File: config.mk
export PLATFORM = sky130hd
export DESIGN_NAME = bist_controller
export DESIGN_NICKNAME = d
export VERILOG_FILES = /design/src/rtl/bist_controller.sv
export SDC_FILE = /design/constraint.sdc
export NUM_CORES = 1
export LEC_CHECK = 0
export CAP_MARGIN = 20
export CORE_ASPECT_RATIO = 0.7
export CORE_MARGIN = 2
export CORE_UTILIZATION = 37
export CTS_CLUSTER_DIAMETER = 150
export DETAILED_ROUTE_END_ITERATION = 6
export PLACE_DENSITY = 0.72
export SLEW_MARGIN = 5
export SYNTH_ARGS = -nofsm -noshare
export SYNTH_HDL_FRONTEND = slang
export SYNTH_SLANG_ARGS = --single-unit
File: constraint.sdc
create_clock -name clock -period 1.65 [get_ports clock]
set_input_delay 0.33 -clock clock [delete_from_list [all_inputs] [get_ports clock]]
set_output_delay 0.33 -clock clock [all_outputs]
set_load 0.03 [all_outputs]
File: src/rtl/bist_controller.sv
// BIST session sequencer: INIT -> N x (SHIFT, CAPTURE) -> UNLOAD -> COMPARE -> DONE, with registered strobes.
// Optional macro BIST_ABORT_EN: dropping bist_start mid-session returns to IDLE without a result.
module bist_controller #(
  parameter int               N_PATTERNS = 4,
  parameter int               SCAN_LEN   = 3,
  parameter int               SIG_W      = 16,
  parameter logic [SIG_W-1:0] GOLDEN_SIG = '0
) (
  input  logic             clock,
  input  logic             reset,
  input  logic             bist_start,
  input  logic [SIG_W-1:0] signature,
  output logic             test_mode,
  output logic             scan_en,
  output logic             cut_reset,
  output logic             lfsr_init,
  output logic             lfsr_en,
  output logic             misr_init,
  output logic             misr_en,
  output logic             bist_end,
  output logic             pass_nfail
);

  localparam int PW = $clog2(N_PATTERNS) + 1;
  localparam int SW = $clog2(SCAN_LEN) + 1;
  localparam logic [PW-1:0] PAT_END = PW'(N_PATTERNS);
  localparam logic [SW-1:0] SH_LAST = SW'(SCAN_LEN - 1);

  typedef enum logic [2:0] {IDLE, INIT, SHIFT, CAPTURE, UNLOAD, COMPARE, DONE} state_t;

  state_t        state, state_nxt;
  logic [PW-1:0] pat_cnt, pat_nxt;
  logic [SW-1:0] sh_cnt, sh_nxt;
  logic          test_mode_nxt, scan_en_nxt, cut_reset_nxt, lfsr_init_nxt, lfsr_en_nxt;
  logic          misr_init_nxt, misr_en_nxt, bist_end_nxt, pass_nfail_nxt;

  always_ff @(posedge clock) begin
    if (reset) begin
      state      <= IDLE;
      pat_cnt    <= '0;
      sh_cnt     <= '0;
      test_mode  <= 1'b0;
      scan_en    <= 1'b0;
      cut_reset  <= 1'b0;
      lfsr_init  <= 1'b0;
      lfsr_en    <= 1'b0;
      misr_init  <= 1'b0;
      misr_en    <= 1'b0;
      bist_end   <= 1'b0;
      pass_nfail <= 1'b0;
    end else begin
      state      <= state_nxt;
      pat_cnt    <= pat_nxt;
      sh_cnt     <= sh_nxt;
      test_mode  <= test_mode_nxt;
      scan_en    <= scan_en_nxt;
      cut_reset  <= cut_reset_nxt;
      lfsr_init  <= lfsr_init_nxt;
      lfsr_en    <= lfsr_en_nxt;
      misr_init  <= misr_init_nxt;
      misr_en    <= misr_en_nxt;
      bist_end   <= bist_end_nxt;
      pass_nfail <= pass_nfail_nxt;
    end
  end

  always_comb begin
    state_nxt      = state;
    pat_nxt        = pat_cnt;
    sh_nxt         = sh_cnt;
    test_mode_nxt  = 1'b0;
    scan_en_nxt    = 1'b0;
    cut_reset_nxt  = 1'b0;
    lfsr_init_nxt  = 1'b0;
    lfsr_en_nxt    = 1'b0;
    misr_init_nxt  = 1'b0;
    misr_en_nxt    = 1'b0;
    bist_end_nxt   = 1'b0;
    pass_nfail_nxt = 1'b0;

    case (state)
      IDLE:    if (bist_start) state_nxt = INIT;
      INIT: begin
        state_nxt = SHIFT;
        pat_nxt   = '0;
        sh_nxt    = '0;
      end
      SHIFT, UNLOAD: begin
        if (sh_cnt == SH_LAST) begin
          sh_nxt    = '0;
          state_nxt = (state == SHIFT) ? CAPTURE : COMPARE;
        end else begin
          sh_nxt = sh_cnt + SW'(1);
        end
      end
      CAPTURE: begin
        pat_nxt   = pat_cnt + PW'(1);
        sh_nxt    = '0;
        state_nxt = (pat_nxt == PAT_END) ? UNLOAD : SHIFT;
      end
      COMPARE: state_nxt = DONE;
      DONE:    if (!bist_start) state_nxt = IDLE;
      default: state_nxt = IDLE;
    endcase

`ifdef BIST_ABORT_EN
    if (!bist_start && state != IDLE && state != DONE) state_nxt = IDLE;
`endif

    // Outputs are decoded from the upcoming state so they appear registered with it.
    case (state_nxt)
      INIT: begin
        test_mode_nxt = 1'b1;
        cut_reset_nxt = 1'b1;
        lfsr_init_nxt = 1'b1;
        misr_init_nxt = 1'b1;
      end
      SHIFT: begin
        test_mode_nxt = 1'b1;
        scan_en_nxt   = 1'b1;
        lfsr_en_nxt   = 1'b1;
        misr_en_nxt   = (pat_nxt != '0);
      end
      CAPTURE: test_mode_nxt = 1'b1;
      UNLOAD: begin
        test_mode_nxt = 1'b1;
        scan_en_nxt   = 1'b1;
        misr_en_nxt   = 1'b1;
      end
      DONE: begin
        bist_end_nxt   = 1'b1;
        pass_nfail_nxt = (state == COMPARE) ? (signature == GOLDEN_SIG) : pass_nfail;
      end
      default: ;
    endcase
  end

endmodule

==> key figures, run 1 <==
Outcome
  • Run status: finished, final reports clean

Placement
  • Port buffer count: 27
  • Gpl congestion: a little over 0.8
  • Final HPWL DP: approximately 1700 um

Clocking
  • Postcts setup bufs: 0
  • H-tree depth: 1
  • Max clock buf depth: 2
  • Root Buffer: clkbuf_4
  • CTS tree: done
  • Num CTS Buffers: 3
  • Clock latency on the worst-skew pair: between 0.2 and 0.3 ns
  • Cts hold-fix bufs: 0
  • Clock sinks: 16
  • Worst-path clk slew: 0.09 ns

Timing
  • Slew @ Worst Pin: between 0.3 and 0.4 ns
  • Clock Skews: ~0.0019 ns
  • Min cycle time layout: approximately 1.6 ns
  • Setup violators final: 0
  • RSZ-0062 raised after global routing: no
  • Fmax: 0.622 GHz
  • Count of final hold-check violations: 0
  • Setup TNS: 0 ns
  • Tcrit/Tclk final: 0.974
  • Slew Viols, Final: 0
  • Max_slew headroom: 0.767

Synthesis
  • Mapped cell area: between 800 and 900 sq um
  • Async SR Flop Fraction: 0
  • Unique cell type count in the Yosys netlist: 33
  • Mapped Cells: between 90 and 100
  • Synthesized Nets: 118
  • Register bit total from synthesis: 16
  • Sequential cell area fraction in the yosys report: 0.385
  • Mapped Avg Cell Area: 8.58 sq um
  • Top FF cell, synth: dfxtp_1
  • Synthesis Warnings: 0
  • Post-synth EDFFs: 0

Power
  • Clock share of power: 0.302
  • Switching Fraction: 0.263
  • Pwr Density: ~720 nW/um^2
  • Leak Pwr: roughly 0.44 nW
  • Seq pwr share: 0.489
  • Pwr Total: roughly 850 uW
  • Internal: 628 uW
  • Sw Pwr: roughly 220 uW
  • Logic pwr share: 0.210
  • Peak VDD IR: roughly 0.37 mV

Floorplan
  • Die H: approximately 44 um
  • Die width: ~60 um
  • Cell Rows: 14
  • Initial Util: 0.389
  • Io pins: 28
  • Core area: 2140 sq um
  • Die area: 2650 sq um

Worst setup path
  • Crit path launch type: register
  • Arr. time, crit path: between 1 and 1.5 ns
  • Crit-path cells: clkdlybuf4s50_1
  • R2r setup slk: 0.18 ns
  • Slowest library cell on the worst path: clkdlybuf4s50_1
  • CP endpoint kind: output pin
  • CP delay by family, top: buffers and inverters
  • CP max stage delay: between 0.6 and 0.7 ns
  • Reg2reg path depth: 4
  • Crit path max fanout: 1
  • Data required time of the worst path: 1.32 ns
  • Beginning of the critical path: test_mode
  • Sum of buffers and inverters on the critical path: 1
  • CP Capture Point: test_mode
  • Worst r2r src: state[2]
  • Reg-to-Reg End: sh_cnt[1]
  • CP Depth: 1
  • Type of the worst setup path: reg2out

Route
  • First drt pass iteration count: 4
  • Routed Antenna Nets: 0
  • DRC violations left: 0
  • Via count: 845
  • Detailed Route Iter0 Violations: 11
  • Final WL: approximately 2200 um
  • Vias per std cell: around 5.3
  • WL per Instance: roughly 14 um

Hold path
  • Hold Path Class: reg2reg

Global routing
  • Vias in the first global route: slightly below 800
  • Largest net degree at the start of global routing: 13
  • Initial antenna violation count: 0
  • Aggregate global-route resource usage: 0.180
  • Total gr overflow: 0
  • First-pass GRT wire length: between 3000 and 4000 um

Finish
  • Area grow syn2layout: 42.0%
  • # diodes: 0
  • Fill cells: 215
  • Most common cell after layout, fill and taps aside: clkdlybuf4s50_1
  • Share of layout cells above drive strength 1: 0.103
  • Most frequent cells in the layout: clkdlybuf4s50_1 (23), dfxtp_1 (16), a21oi_1 (9)
  • Multi-input gate area: roughly 460 sq um
  • Fin util: 0.553
  • FF+latch area: between 300 and 400 sq um
  • Final Net Count: about 150

Job
  • Number of max-cap violations: 0
[state kept, by name (all words and copies together) (netlist names)]
register    count
pat_cnt         3
scan_en         1
lfsr_en         1
state           3
bist_end        1
pass_nfail      1
misr_en         1
misr_init       1
test_mode       1
sh_cnt          3
[final cells by class]
cell class,count,share of cell area
clock buffers,4,0.0307
inverters,3,0.00953
multi-input cells,70,0.386
flip-flops and latches,16,0.271
well taps,32,0.0339
repair buffers,33,0.269
[layer usage]
layer	routed length, um	vias up	track usage
li1	-	414	-
met1	1010	393	0.253
met2	938	34	0.252
met3	180	4	0.0776
met4	27	0	0.0522
met5	0	-	0
[kinds of logic (layout without fill, tap and decap cells)]
family                     after synthesis  count (layout)  synth area share
xor gates and xnor gates                 2               2            0.0211
AOI/OAI and AO/OA                       20              20             0.150
buffers and inverters                   11              40            0.0677
muxes                                    1               1            0.0120
and+or+nand+nor                         45              45             0.334
adders and majority gates                2               2            0.0301
DFF                                     16              16             0.385
[Yosys cell counts (3+ instances only)]
library cell,count,area (sq um)
nand2_1,8,30.0
nand3_1,4,20.0
buf_2,3,15.0
nor4_1,6,37.5
a21oi_1,9,45.0
nor2b_1,4,25.0
nor3_1,4,20.0
buf_4,3,22.5
nand3b_1,5,37.5
nor2_1,4,15.0
dfxtp_1,16,320
inv_1,3,11.3
[how the worst min path moves through the flow]
stage / cells after the start / from / slack (ns) / end
after floorplan: 1 / reset / 0.40 / sh_cnt[1]
after CTS: 2 / pat_cnt[2] / 0.48 / pat_cnt[2]
after global placement: 2 / pat_cnt[2] / 0.46 / pat_cnt[2]
final: 2 / pat_cnt[2] / 0.48 / pat_cnt[2]
after global routing: 2 / pat_cnt[2] / 0.52 / pat_cnt[2]
after detailed placement: 2 / pat_cnt[2] / 0.47 / pat_cnt[2]
[through the flow]
step                      hold WS, ns  instances  cell area [sq um]  setup slack [ns]
after global routing            0.520        158               1180           0.00109
final                           0.480        158               1180            0.0436
after CTS                       0.477        158               1180           0.00277
after detailed placement        0.467        154               1140           -0.0698
after global placement          0.461        154               1140           -0.0482
after floorplan                 0.402         97                832             0.366
[what timing repair did]
action,in CTS,in global routing
gates resized for setup,2,2
setup endpoints to repair,3,2
cloned,0,0
[power by group through the flow]
stage	registers, mW	clock network, mW	logic (mW)
global route	0.419	0.281	0.191
global placement	0.424	0	0.176
detailed placement	0.425	0	0.180
finish	0.416	0.257	0.179
floorplan	0.432	0	0.0867
CTS	0.416	0.265	0.178
No activity file was read; power rests on OpenSTA's default activity.
==> run 2, diff against run 1 <==
- CORE_UTILIZATION: 37 -> 40
- GPL_TIMING_DRIVEN: unset -> 0
- PLACE_DENSITY: 0.72 -> 0.77
==> run 2 against run 1 <==
Net effect:
- critical path depth is the same
- sequential share of layout area grew 0.38 points
- global-route usage grew 0.94 points
- core utilization grew 5.9 points
- combinational power grew 3%
- clock skew grew 0.0037 ns
- clock power is essentially flat
- highest routed layer unchanged
==> key figures, run 2 (synthesized netlist as in run 1, its figures left out) <==
Floorplan
  • Die area: 2470 sq um
  • Io pins: 28
  • Core area: about 1900 sq um
  • Die H: between 40 and 50 um
  • Cell Rows: 13
  • Die width: about 59 um
  • Initial Util: 0.437

Finish
  • Non-Filler Instances: 150
  • Fin util: 0.612
  • Fill cells: between 150 and 200
  • Top flop regs: pat_cnt: 3 flops, sh_cnt: 3 flops, state: 3 flops
  • Share of layout cells above drive strength 1: 0.102
  • # diodes: 0
  • Final Net Count: 150
  • Most common cell after layout, fill and taps aside: clkdlybuf4s50_1
  • Area grow syn2layout: 40.0%
  • Fin area: about 1200 sq um
  • Most frequent cells in the layout: clkdlybuf4s50_1 (23), dfxtp_1 (16), a21oi_1 (9)

Timing
  • Fmax: 0.629 GHz
  • Count of final hold-check violations: 0
  • Final worst slack: slightly below 0.06 ns
  • Max_slew headroom: 0.677
  • RSZ-0062 raised after global routing: no
  • Slew @ Worst Pin: just under 0.5 ns
  • Slew Viols, Final: 0
  • Clock Skews: between 0.005 and 0.006 ns
  • Setup violators final: 0
  • Tcrit/Tclk final: 0.964
  • Min cycle time layout: about 1.6 ns
  • Setup TNS: 0 ns

Clocking
  • Worst-path clk slew: around 0.090 ns
  • Root Buffer: clkbuf_4
  • Clock latency on the worst-skew pair: between 0.2 and 0.3 ns
  • Cts hold-fix bufs: 0
  • Clock sinks: 16
  • Max clock buf depth: 2
  • CTS tree: done
  • H-tree depth: 1
  • Num CTS Buffers: 3
  • Postcts setup bufs: 0

Placement
  • Placed cell count: around 150
  • Dpl ws: -0.105 ns
  • Gpl congestion: 0.793
  • Final HPWL DP: approximately 1600 um
  • Port buffer count: 27
  • DP Area: about 1100 sq um

Hold path
  • Hold Path Class: reg2reg
  • Hold path cells: 2

Route
  • Detailed Route Iter0 Violations: 26
  • Vias per std cell: approximately 5.6
  • Routed Antenna Nets: 0
  • WL per Instance: 13.8 um
  • Via count: approximately 840
  • DRC violations left: 0
  • Final WL: about 2100 um
  • First drt pass iteration count: 4

Outcome
  • Run status: finished, final reports clean

Power
  • Logic pwr share: 0.217
  • Internal: 628 uW
  • Sw Pwr: 226 uW
  • Clock share of power: 0.304
  • Leak Pwr: between 0.4 and 0.5 nW
  • Pwr Density: roughly 730 nW/um^2
  • Seq pwr share: 0.479
  • Switching Fraction: 0.264
  • Peak VDD IR: approximately 0.64 mV

Worst setup path
  • CP Depth: 1
  • Type of the worst setup path: reg2out
  • Data required time of the worst path: ~1.3 ns
  • CP delay by family, top: buffers and inverters
  • Arr. time, crit path: ~1.3 ns
  • Reg2reg path depth: 6
  • Crit path max fanout: 1
  • Sum of buffers and inverters on the critical path: 1
  • Slowest library cell on the worst path: clkdlybuf4s50_1
  • Crit-path cells: clkdlybuf4s50_1
  • CP endpoint kind: output pin
  • Crit path launch type: register
  • R2r setup slk: 0.19 ns
  • CP max stage delay: roughly 0.66 ns

Global routing
  • Aggregate global-route resource usage: 0.190
  • Total gr overflow: 0
  • Grt met2 use: 0.308
  • Top Usage Layer GRT: met2
  • Met3 GRT Util: 0.0679
  • Initial antenna violation count: 0
  • First-pass GRT wire length: between 3000 and 4000 um
  • Met1 Usage GRT: 0.243
  • Vias in the first global route: 764
  • Largest net degree at the start of global routing: 11

Job
  • Number of max-cap violations: 0
[run 2: power groups by stage]
| stage | clock, mW | combinational, mW | sequential, mW |
|---|---|---|---|
| 2_1_floorplan | 0 | 0.0867 | 0.432 |
| 3_3_place_gp | 0 | 0.183 | 0.417 |
| 3_5_place_dp | 0 | 0.186 | 0.418 |
| 4_1_cts | 0.260 | 0.184 | 0.409 |
| 5_1_grt | 0.284 | 0.201 | 0.411 |
| 6_report | 0.260 | 0.185 | 0.409 |
[run 2: per-layer routing]
metal / up-vias / part of all wire
met5: - / 0
met4: 0 / 0.0043
met3: 2 / 0.054
met2: 26 / 0.47
met1: 389 / 0.47
li1: 419 / -
[run 2: path summary, 6_finish.rpt]
kind | startpoint | endpoint
worst min-delay path | pat_cnt[2] | pat_cnt[2]
worst max-delay path | misr_en | misr_en
worst max register to register | pat_cnt[0] | misr_en
worst min register to register | pat_cnt[2] | pat_cnt[2]
[run 2: tightest hold or removal path: stages, from the launching register on]
cell and delay [ns]:
dfxtp_1 0.33, nand2_1 0.06, a21oi_1 0.05
[run 2: timing repair]
action / CTS / global route
pin swaps: 0 / 0
resized for setup: 3 / 1
endpoints found under the setup margin: 3 / 1
[run 2: layout make-up]
| class | count | area (sq um) | share of cell area |
|---|---|---|---|
| sequential | 16 | 320 | 0.275 |
| buffer | 8 | 45.0 | 0.0387 |
| timing repair buffer | 27 | 269 | 0.231 |
| tap | 22 | 27.5 | 0.0236 |
| inverter | 3 | 11.3 | 0.00967 |
| clock buffer | 4 | 36.3 | 0.0311 |
| multi-input combinational | 70 | 455 | 0.391 |
[run 2: per-stage QoR]
stage / hold WS [ns] / power (mW)
floorplan: 0.402 / 0.519
global placement: 0.459 / 0.600
detailed placement: 0.472 / 0.604
CTS: 0.485 / 0.853
global route: 0.507 / 0.895
finish: 0.479 / 0.854
